File: src/rtl/gate_exerciser_pkg.sv
// Shared definitions for the gate exerciser and the gate benches that reuse it.
// Holds FSM state encodings, reference 2-input truth tables and a width helper.
// Nothing here carries state; it is imported by the exerciser and its counter.
package gate_exerciser_pkg;

    // FSM state encodings
    localparam logic [1:0] ST_IDLE   = 2'd0;
    localparam logic [1:0] ST_WAIT   = 2'd1;
    localparam logic [1:0] ST_SAMPLE = 2'd2;
    localparam logic [1:0] ST_FINISH = 2'd3;

    // Reference 2-input truth tables: bit i is the gate output for input vector i
    localparam logic [3:0] EXPECT_AND2 = 4'b1000;
    localparam logic [3:0] EXPECT_OR2  = 4'b1110;
    localparam logic [3:0] EXPECT_XOR2 = 4'b0110;

    // Bits needed to count 0..n-1, never less than one bit
    function automatic int cnt_width(input int n);
        return (n > 1) ? $clog2(n) : 1;
    endfunction

endpackage

File: src/rtl/gate_exerciser_settle_counter.sv
// Settle timer: loadable up-counter flagging hit when it reaches SETTLE-1.
// Latency: hit reflects the registered count, one cycle after clr/inc take effect.
// No backpressure: clr dominates inc, the count simply wraps if left running.
module gate_exerciser_settle_counter
    import gate_exerciser_pkg::*;
#(
    parameter int SETTLE = 2
) (
    input  logic clk,
    input  logic rst_n,
    input  logic clr,
    input  logic inc,
    output logic hit
);

    localparam int            CW   = cnt_width(SETTLE);
    localparam logic [CW-1:0] LAST = CW'(SETTLE - 1);

    logic [CW-1:0] cnt_q;
    logic [CW-1:0] cnt_d;

    // Next count: clear has priority over increment
    always_comb begin
        cnt_d = cnt_q;
        if (clr) begin
            cnt_d = '0;
        end else if (inc) begin
            cnt_d = cnt_q + CW'(1);
        end
    end

    // Count register
    always_ff @(posedge clk or negedge rst_n) begin
        if (!rst_n) begin
            cnt_q <= '0;
        end else begin
            cnt_q <= cnt_d;
        end
    end

    assign hit = (cnt_q == LAST);

endmodule

File: src/rtl/gate_exerciser.sv
// Gate exerciser: walks every input vector of an N_IN-input gate, holds each
// SETTLE cycles, samples dut_out and scores it against the EXPECT truth table.
// No backpressure: start is only honoured in IDLE; all outputs are registered.
module gate_exerciser
    import gate_exerciser_pkg::*;
#(
    parameter int                      N_IN   = 2,
    parameter int                      SETTLE = 2,
    parameter logic [(2**N_IN)-1:0]    EXPECT = EXPECT_AND2
) (
    input  logic              clk,
    input  logic              rst_n,
    input  logic              start,
    input  logic              dut_out,
    output logic [N_IN-1:0]   vec,
    output logic              busy,
    output logic              done,
    output logic              pass,
    output logic [N_IN:0]     err_cnt,
    output logic [N_IN-1:0]   first_err_vec,
    output logic              first_err_valid
);

    localparam int EW = N_IN + 1;

    logic [1:0]      state_q, state_d;
    logic [N_IN-1:0] vec_q, vec_d;
    logic            busy_q, busy_d;
    logic            done_q, done_d;
    logic            pass_q, pass_d;
    logic [EW-1:0]   err_cnt_q, err_cnt_d;
    logic [N_IN-1:0] first_err_vec_q, first_err_vec_d;
    logic            first_err_valid_q, first_err_valid_d;

    logic            cnt_clr;
    logic            cnt_inc;
    logic            cnt_hit;
    logic            mismatch;

    // Settle timer runs only while in WAIT and is cleared everywhere else,
    // so every WAIT visit starts counting from zero.
    gate_exerciser_settle_counter #(
        .SETTLE (SETTLE)
    ) u_settle (
        .clk   (clk),
        .rst_n (rst_n),
        .clr   (cnt_clr),
        .inc   (cnt_inc),
        .hit   (cnt_hit)
    );

    assign mismatch = (dut_out != EXPECT[vec_q]);

    // FSM and scoreboard next-state logic
    always_comb begin
        state_d           = state_q;
        vec_d             = vec_q;
        busy_d            = busy_q;
        done_d            = 1'b0;
        pass_d            = pass_q;
        err_cnt_d         = err_cnt_q;
        first_err_vec_d   = first_err_vec_q;
        first_err_valid_d = first_err_valid_q;
        cnt_clr           = 1'b1;
        cnt_inc           = 1'b0;

        case (state_q)
            ST_IDLE: begin
                vec_d  = '0;
                busy_d = 1'b0;
                if (start) begin
                    // Accepting a run wipes the previous run's results
                    state_d           = ST_WAIT;
                    busy_d            = 1'b1;
                    pass_d            = 1'b0;
                    err_cnt_d         = '0;
                    first_err_vec_d   = '0;
                    first_err_valid_d = 1'b0;
                end
            end

            ST_WAIT: begin
                cnt_clr = 1'b0;
                cnt_inc = 1'b1;
                if (cnt_hit) begin
                    state_d = ST_SAMPLE;
                end
            end

            ST_SAMPLE: begin
                if (mismatch) begin
                    err_cnt_d = err_cnt_q + EW'(1);
                    if (!first_err_valid_q) begin
                        first_err_vec_d   = vec_q;
                        first_err_valid_d = 1'b1;
                    end
                end
                // Incrementing the all-ones vector wraps to 0, which is
                // exactly the value vec must show while in FINISH.
                vec_d = vec_q + N_IN'(1);
                if (&vec_q) begin
                    state_d = ST_FINISH;
                    done_d  = 1'b1;
                    pass_d  = (err_cnt_d == '0);
                end else begin
                    state_d = ST_WAIT;
                end
            end

            ST_FINISH: begin
                // start is deliberately ignored here
                state_d = ST_IDLE;
                vec_d   = '0;
                busy_d  = 1'b0;
            end

            default: begin
                state_d = ST_IDLE;
                vec_d   = '0;
                busy_d  = 1'b0;
            end
        endcase
    end

    // State and output registers; reset abandons any run without a done pulse
    always_ff @(posedge clk or negedge rst_n) begin
        if (!rst_n) begin
            state_q           <= ST_IDLE;
            vec_q             <= '0;
            busy_q            <= 1'b0;
            done_q            <= 1'b0;
            pass_q            <= 1'b0;
            err_cnt_q         <= '0;
            first_err_vec_q   <= '0;
            first_err_valid_q <= 1'b0;
        end else begin
            state_q           <= state_d;
            vec_q             <= vec_d;
            busy_q            <= busy_d;
            done_q            <= done_d;
            pass_q            <= pass_d;
            err_cnt_q         <= err_cnt_d;
            first_err_vec_q   <= first_err_vec_d;
            first_err_valid_q <= first_err_valid_d;
        end
    end

    assign vec             = vec_q;
    assign busy            = busy_q;
    assign done            = done_q;
    assign pass            = pass_q;
    assign err_cnt         = err_cnt_q;
    assign first_err_vec   = first_err_vec_q;
    assign first_err_valid = first_err_valid_q;

endmodule

File: config.mk
export PLATFORM = sky130hd
export DESIGN_NAME = gate_exerciser
export DESIGN_NICKNAME = d
export VERILOG_FILES = /design/src/rtl/gate_exerciser_pkg.sv /design/src/rtl/gate_exerciser_settle_counter.sv /design/src/rtl/gate_exerciser.sv
export SDC_FILE = /design/constraint.sdc
export NUM_CORES = 1
export LEC_CHECK = 0
export CAP_MARGIN = 10
export CORE_MARGIN = 3
export CORE_UTILIZATION = 53
export DETAILED_ROUTE_END_ITERATION = 7
export PLACE_DENSITY_LB_ADDON = 0.08
export SYNTH_ARGS = -nofsm -noshare
export SYNTH_HDL_FRONTEND = slang
export SYNTH_SLANG_ARGS = --single-unit
File: constraint.sdc
create_clock -name clk -period 3.4 [get_ports clk]
set_input_delay 0.68 -clock clk [delete_from_list [all_inputs] [get_ports clk]]
set_output_delay 0.68 -clock clk [all_outputs]
set_load 0.05 [all_outputs]
-- Word-level counts from Yosys, hierarchy flattened
Index checks and enable logic that the tools add are counted.
- equal/unequal tests: 10
- order comparisons: 1
- reductions and logical operators: 12
- multiplexer cells: 27
- add/sub/neg operators: 3
- operators by type and width (cell ; number):
    2-to-1 mux 2 bit ; 6
    2-to-1 mux 1 bit ; 10
    != test 2 bit (second input constant) ; 5
    2-to-1 mux 3 bit ; 3
    one-hot mux 2 bit (2 select lines) ; 2
    one-hot mux 2 bit (4 select lines) ; 1
    one-hot mux 1 bit (2 select lines) ; 3
    one-hot mux 3 bit (2 select lines) ; 1
    AND reduction 2 bit ; 3
    AND reduction 3 bit ; 2
    nonzero test 2 bit ; 3
    equality test 2 bit (second input constant) ; 2
    AND reduction 4 bit ; 1
    adder 3 x 1 -> 3 bit (second input constant) ; 1
    zero test 3 bit ; 1
    less-than comparator 2 x 3 -> 1 bit (second input constant) ; 1
    adder 2 x 1 -> 2 bit (second input constant) ; 1
    binary-select mux 1 bit (select 2 bit) ; 1
    equality test 2 x 1 -> 1 bit (second input constant) ; 1
    zero test 2 bit ; 1
    != test 2 x 1 -> 1 bit (second input constant) ; 1
    OR reduction 2 bit ; 1
    adder 1 bit (second input constant) ; 1
    != test 1 bit ; 1
- word-level logic and storage cells: 62
- input port bits: 4
- register bits: 14

-- Longest topological paths before layout
- depth after elaboration: 8
- depth in mapped cells: 6

-- Modules after synthesis
Synthesis repeated with hierarchy kept, for this count alone.
- cells, all modules: 87
- area, all modules: 807.0 um^2
- modules (own cells, without submodules) (module ; seq. area each (um^2) ; area an instance (um^2) ; instances ; cells each):
    gate_exerciser ; 325.3 ; 769.5 ; 1 ; 84
    gate_exerciser_settle_counter ; 25.0 ; 37.5 ; 1 ; 3

-- Worst setup path after synthesis
No wires, ideal clock.
- path type: register to register
- from: reg vec_q[0] (netlist: vec[0])
- to: reg err_cnt_q[2] (netlist: err_cnt[2])
- stages on the path, launching flop included: 6
- required time: 3278 ps
- path buffers: 0
- data arrival time: 1753 ps
- slack: 1526 ps
- path through: dfrtp_1 -> ha_1 -> xor2_1 -> nand2_1 -> xnor2_1 -> a32o_1
- word-level cells in the longest chain between the ends: 6
- ends and longest elaborated chain (item ; RTL line ; RTL):
    start: declaration ; gate_exerciser.sv:27 ; logic [N_IN-1:0] vec_q, vec_d;
    start signal: assignment ; gate_exerciser.sv:138 ; vec_q <= vec_d;
    binary-select mux 1 bit (select 2 bit) ; gate_exerciser.sv:52 ; assign mismatch = (dut_out != EXPECT[vec_q]);
    2-to-1 mux 1 bit (not written as such) ; gate_exerciser.sv:52 ;
    != test 1 bit ; gate_exerciser.sv:52 ;
    2-to-1 mux 3 bit ; gate_exerciser.sv:91 ; if (mismatch) begin
    2-to-1 mux 3 bit ; gate_exerciser.sv:67 ; case (state_q)
    one-hot mux 3 bit (2 select lines) ; gate_exerciser.sv:67 ;
    end signal: assignment ; gate_exerciser.sv:142 ; err_cnt_q <= err_cnt_d;
    end: declaration ; gate_exerciser.sv:31 ; logic [EW-1:0] err_cnt_q, err_cnt_d;
Every way passes these cells. The select of a mux whose other input is x is not followed.
A chain may end at the register's enable or synchronous reset.

-- Worst setup path after layout
- from: reg err_cnt_q[0] (netlist: err_cnt[0])
- to: out err_cnt[0]
- RTL lines (item ; RTL line ; RTL):
    end: declaration ; gate_exerciser.sv:19 ; output logic [N_IN:0] err_cnt,
No word-level cell between the ends.

==> out/summary.md <==
The clock drives 14 sinks. The net count of the finished layout is 114. The largest net degree at the start of global routing is 16. STA puts the critical path data arrival time at 1.58 ns.

The tools report the destination of the worst hold path as u_settle.hit. The startpoint of the worst register-to-register path is state_q[0]. For the worst-skew pair, the clock arrives at the later sink with an insertion delay of 0.28 ns.

Kind of critical path: register to output pin. The width of the die was 44.7 um; the number of detailed-routing iterations run before antenna repair was 4. The final period utilization came out at 66.5%. Ranked by total cell area, the synthesized netlist is headed by dfrtp_1, ha_1, nand3_1, o21ai_0, nand2_1. The initial antenna violation count is 0, and the register bit total from synthesis is 14. The area after detailed placement was 948 um2; the placeable core region was 0.00135 mm2. The die height is 44.7 um. After synthesis, flip-flops and latches occupy 44.2% of the total area.

Yosys instantiated no cell more often than dfrtp_1. Capturing point of the worst reg2reg path: pass. After detailed routing, the total wire length is 1.51 mm. The logs give 0 for the final global-route overflow total and 0.000592 V for the worst-case vdd ir drop.

The number of cells on the worst reg-to-reg path is 6. TritonCTS built the clock tree. Power spread over the standard cell area amounts to 977 mW/mm2. The count of buffering cells on the critical path with inverters included was 1; the count of different cell masters after synthesis was 24.

The tree is rooted in a clkbuf_4. The longest individual stage delay on the worst path works out to 0.84 ns. Buffers inserted during clock tree synthesis total 3.

Routability-driven placement finished with a final weighted congestion of 0.823. The count of pins over their slew limit was 0. The most instantiated flip-flop cell in the synthesis netlist was dfrtp_1. The first global-routing pass estimated 2.55 mm of wire.

In the routed design, unresolved DRC markers number 0. After filler insertion, the fill cell instance count of the layout stands at 107. The run finished with clean final reports.

The number of hold violations in the final report was 0. The family with the most delay on the worst path was buffers and inverters. For flop-to-flop paths, the worst setup slack is 1.56 ns.

The aggregate global-route resource usage was 18.1%; the wire length per cell was 13.1 um. In the final layout, the share of cells above drive strength 1 is 3.00%. The run gives 1 as the H-tree depth.

The maximum fanout count along the critical path is 7, and the transition time of the tightest slew-check pin is 0.633 ns. Counting every instance in the synthesized netlist gives 84. Number of buffers added to fix hold violations after cts: 0. Traced cell by cell, the critical path runs through clkdlybuf4s50_1. For the finished layout, the period the worst path requires is 2.26 ns. The tools report the final cell utilization of the core as 71.9%. The sum of negative setup slack was 0 ns; the number of cells on the worst hold path was 1.

Cell taking the most area after synthesis: dfrtp_1. Average instance area after synthesis: 9.44 um2. Once detailed placement completed, the half-perimeter wirelength came to 1.13 mm.

The logs give 0 for the number of warnings issued by yosys and 0.0120 ns for the final worst clock skew. The worst setup path is captured at an output pin. Overall via count from detail_route: 629. Counting flops with an async set or reset pin after synthesis yields a share of 100%.

Compared with the post-synthesis result, the final layout area differs by 22.4%. The worst hold path belongs to the class register to register. The area share of the largest cell type after synthesis is 44.2%, and the cell area after synthesis is 793 um2. The total number of placement rows is 13, and the average vias per placed instance is 5.47. After clock tree synthesis, the clock-pin slew on the worst setup and hold paths is 0.09 ns. The launch instance of the worst min-delay path was u_settle.hit. Setup violations remaining at the end of the flow were counted as 0. Setup repair after global routing left no endpoint under its margin. Summing all non-filler instances in the final layout gives an area of 971 um2.

The tools report the required time reported for the critical path endpoint as 2.72 ns. In this run the tightest slew margin relative to its limit is 57.7%. The tools report the number of global-route vias before repair as 593. The run gives 0 as the number of nets with antenna violations after routing.

Counting every net in the synthesized netlist gives 96. Max-cap violations in this run came to 0. In the synthesized netlist, the cells that appear most often are dfrtp_1, nand2_1, nand3_1, o21ai_0, ha_1. The antenna cell count came out at 0. Cell with the biggest individual delay on the critical path: clkdlybuf4s50_1.

The longest clock path from root to sink contains 2 buffers. Buffers placed on the I/O ports in this run total 14. Derived from the worst setup path, the maximum achievable clock frequency is 0.442 GHz. The tools report the starting DRC count in detailed routing as 17. Yosys mapped a number of flops with a built-in enable equal to 0.

The number of top-level design ports is 15. In this run the static leakage power is 0.447 nW. The starting utilization of the core area is 58.8%. The floorplan step defined a die boundary enclosing 0.00200 mm2. Post-CTS setup repair buffer count: 0.

The number of cells upsized or downsized after cts is 0. The startpoint class of the critical path is a register.
power breakdown:
part / switching, W / leakage (nW) / internal [W]
registers: 0.0000602 / 0.184 / 0.000231
logic: 0.000361 / 0.249 / 0.000203
clock network: 0.0000518 / 0.0138 / 0.0000411
per-layer routing:
layer / track usage, % / wire [um]
met1: 23.4 / 719
met2: 27.2 / 671
met3: 4.07 / 79
met4: 10.8 / 36
met5: 0 / 0
flip-flops by register name, indices dropped and copies added, names as in the netlist:
| register | cells |
|---|---|
| first_err_valid | 1 |
| u_settle.hit | 1 |
| done | 1 |
| vec | 2 |
| state_q | 2 |
| busy | 1 |
| err_cnt | 3 |
| pass | 1 |
| first_err_vec | 2 |
per-stage QoR:
stage	total power [W]	setup slack (ns)	hold slack [ns]	instances
floorplan	0.000698	1.53	0.384	84
global placement	0.000850	1.23	0.415	112
detailed placement	0.000860	1.19	0.417	112
CTS	0.000957	1.13	0.435	115
global route	0.00103	1.05	0.460	115
finish	0.000948	1.14	0.436	115
area by class of cell:
| type | count | area, um2 | share of cell area [%] |
|---|---|---|---|
| sequential | 14 | 350 | 36.1 |
| multi-input combinational | 67 | 432 | 44.5 |
| inverter | 2 | 7.51 | 0.773 |
| tap | 15 | 18.8 | 1.93 |
| timing repair buffer | 14 | 140 | 14.4 |
| clock buffer | 3 | 22.5 | 2.32 |
how the worst max path moves through the flow:
stage / to / depth (start not counted) / startpoint
after floorplan: err_cnt[2] / 5 / vec[0]
after global placement: err_cnt[2] / 5 / dut_out
after detailed placement: err_cnt[2] / 5 / dut_out
after CTS: err_cnt[0] / 1 / err_cnt[0]
after global routing: err_cnt[0] / 1 / err_cnt[0]
final: err_cnt[0] / 1 / err_cnt[0]
logic make-up after synthesis:
group | count (synthesis) | share of synthesized area (%)
mux | 1 | 1.26
compound gates | 16 | 11.2
fa+ha+maj | 8 | 12.6
buf+inv | 3 | 1.42
simple gates | 38 | 24.9
xor+xnor | 4 | 4.42
flops | 14 | 44.2
placed cells by master, fill, tap and decap left out, types with 2 or more instances in the layout:
cell type	count
dfrtp_1	14
clkdlybuf4s50_1	14
nand2_1	10
nand3_1	9
o21ai_0	9
ha_1	8
nor2_1	4
a21oi_1	4
and2_1	3
nor2b_1	3
clkbuf_4	3
inv_1	2
xor2_1	2
xnor2_1	2
nand2b_1	2
nor3_1	2
(Power assumes the default switching activity.)
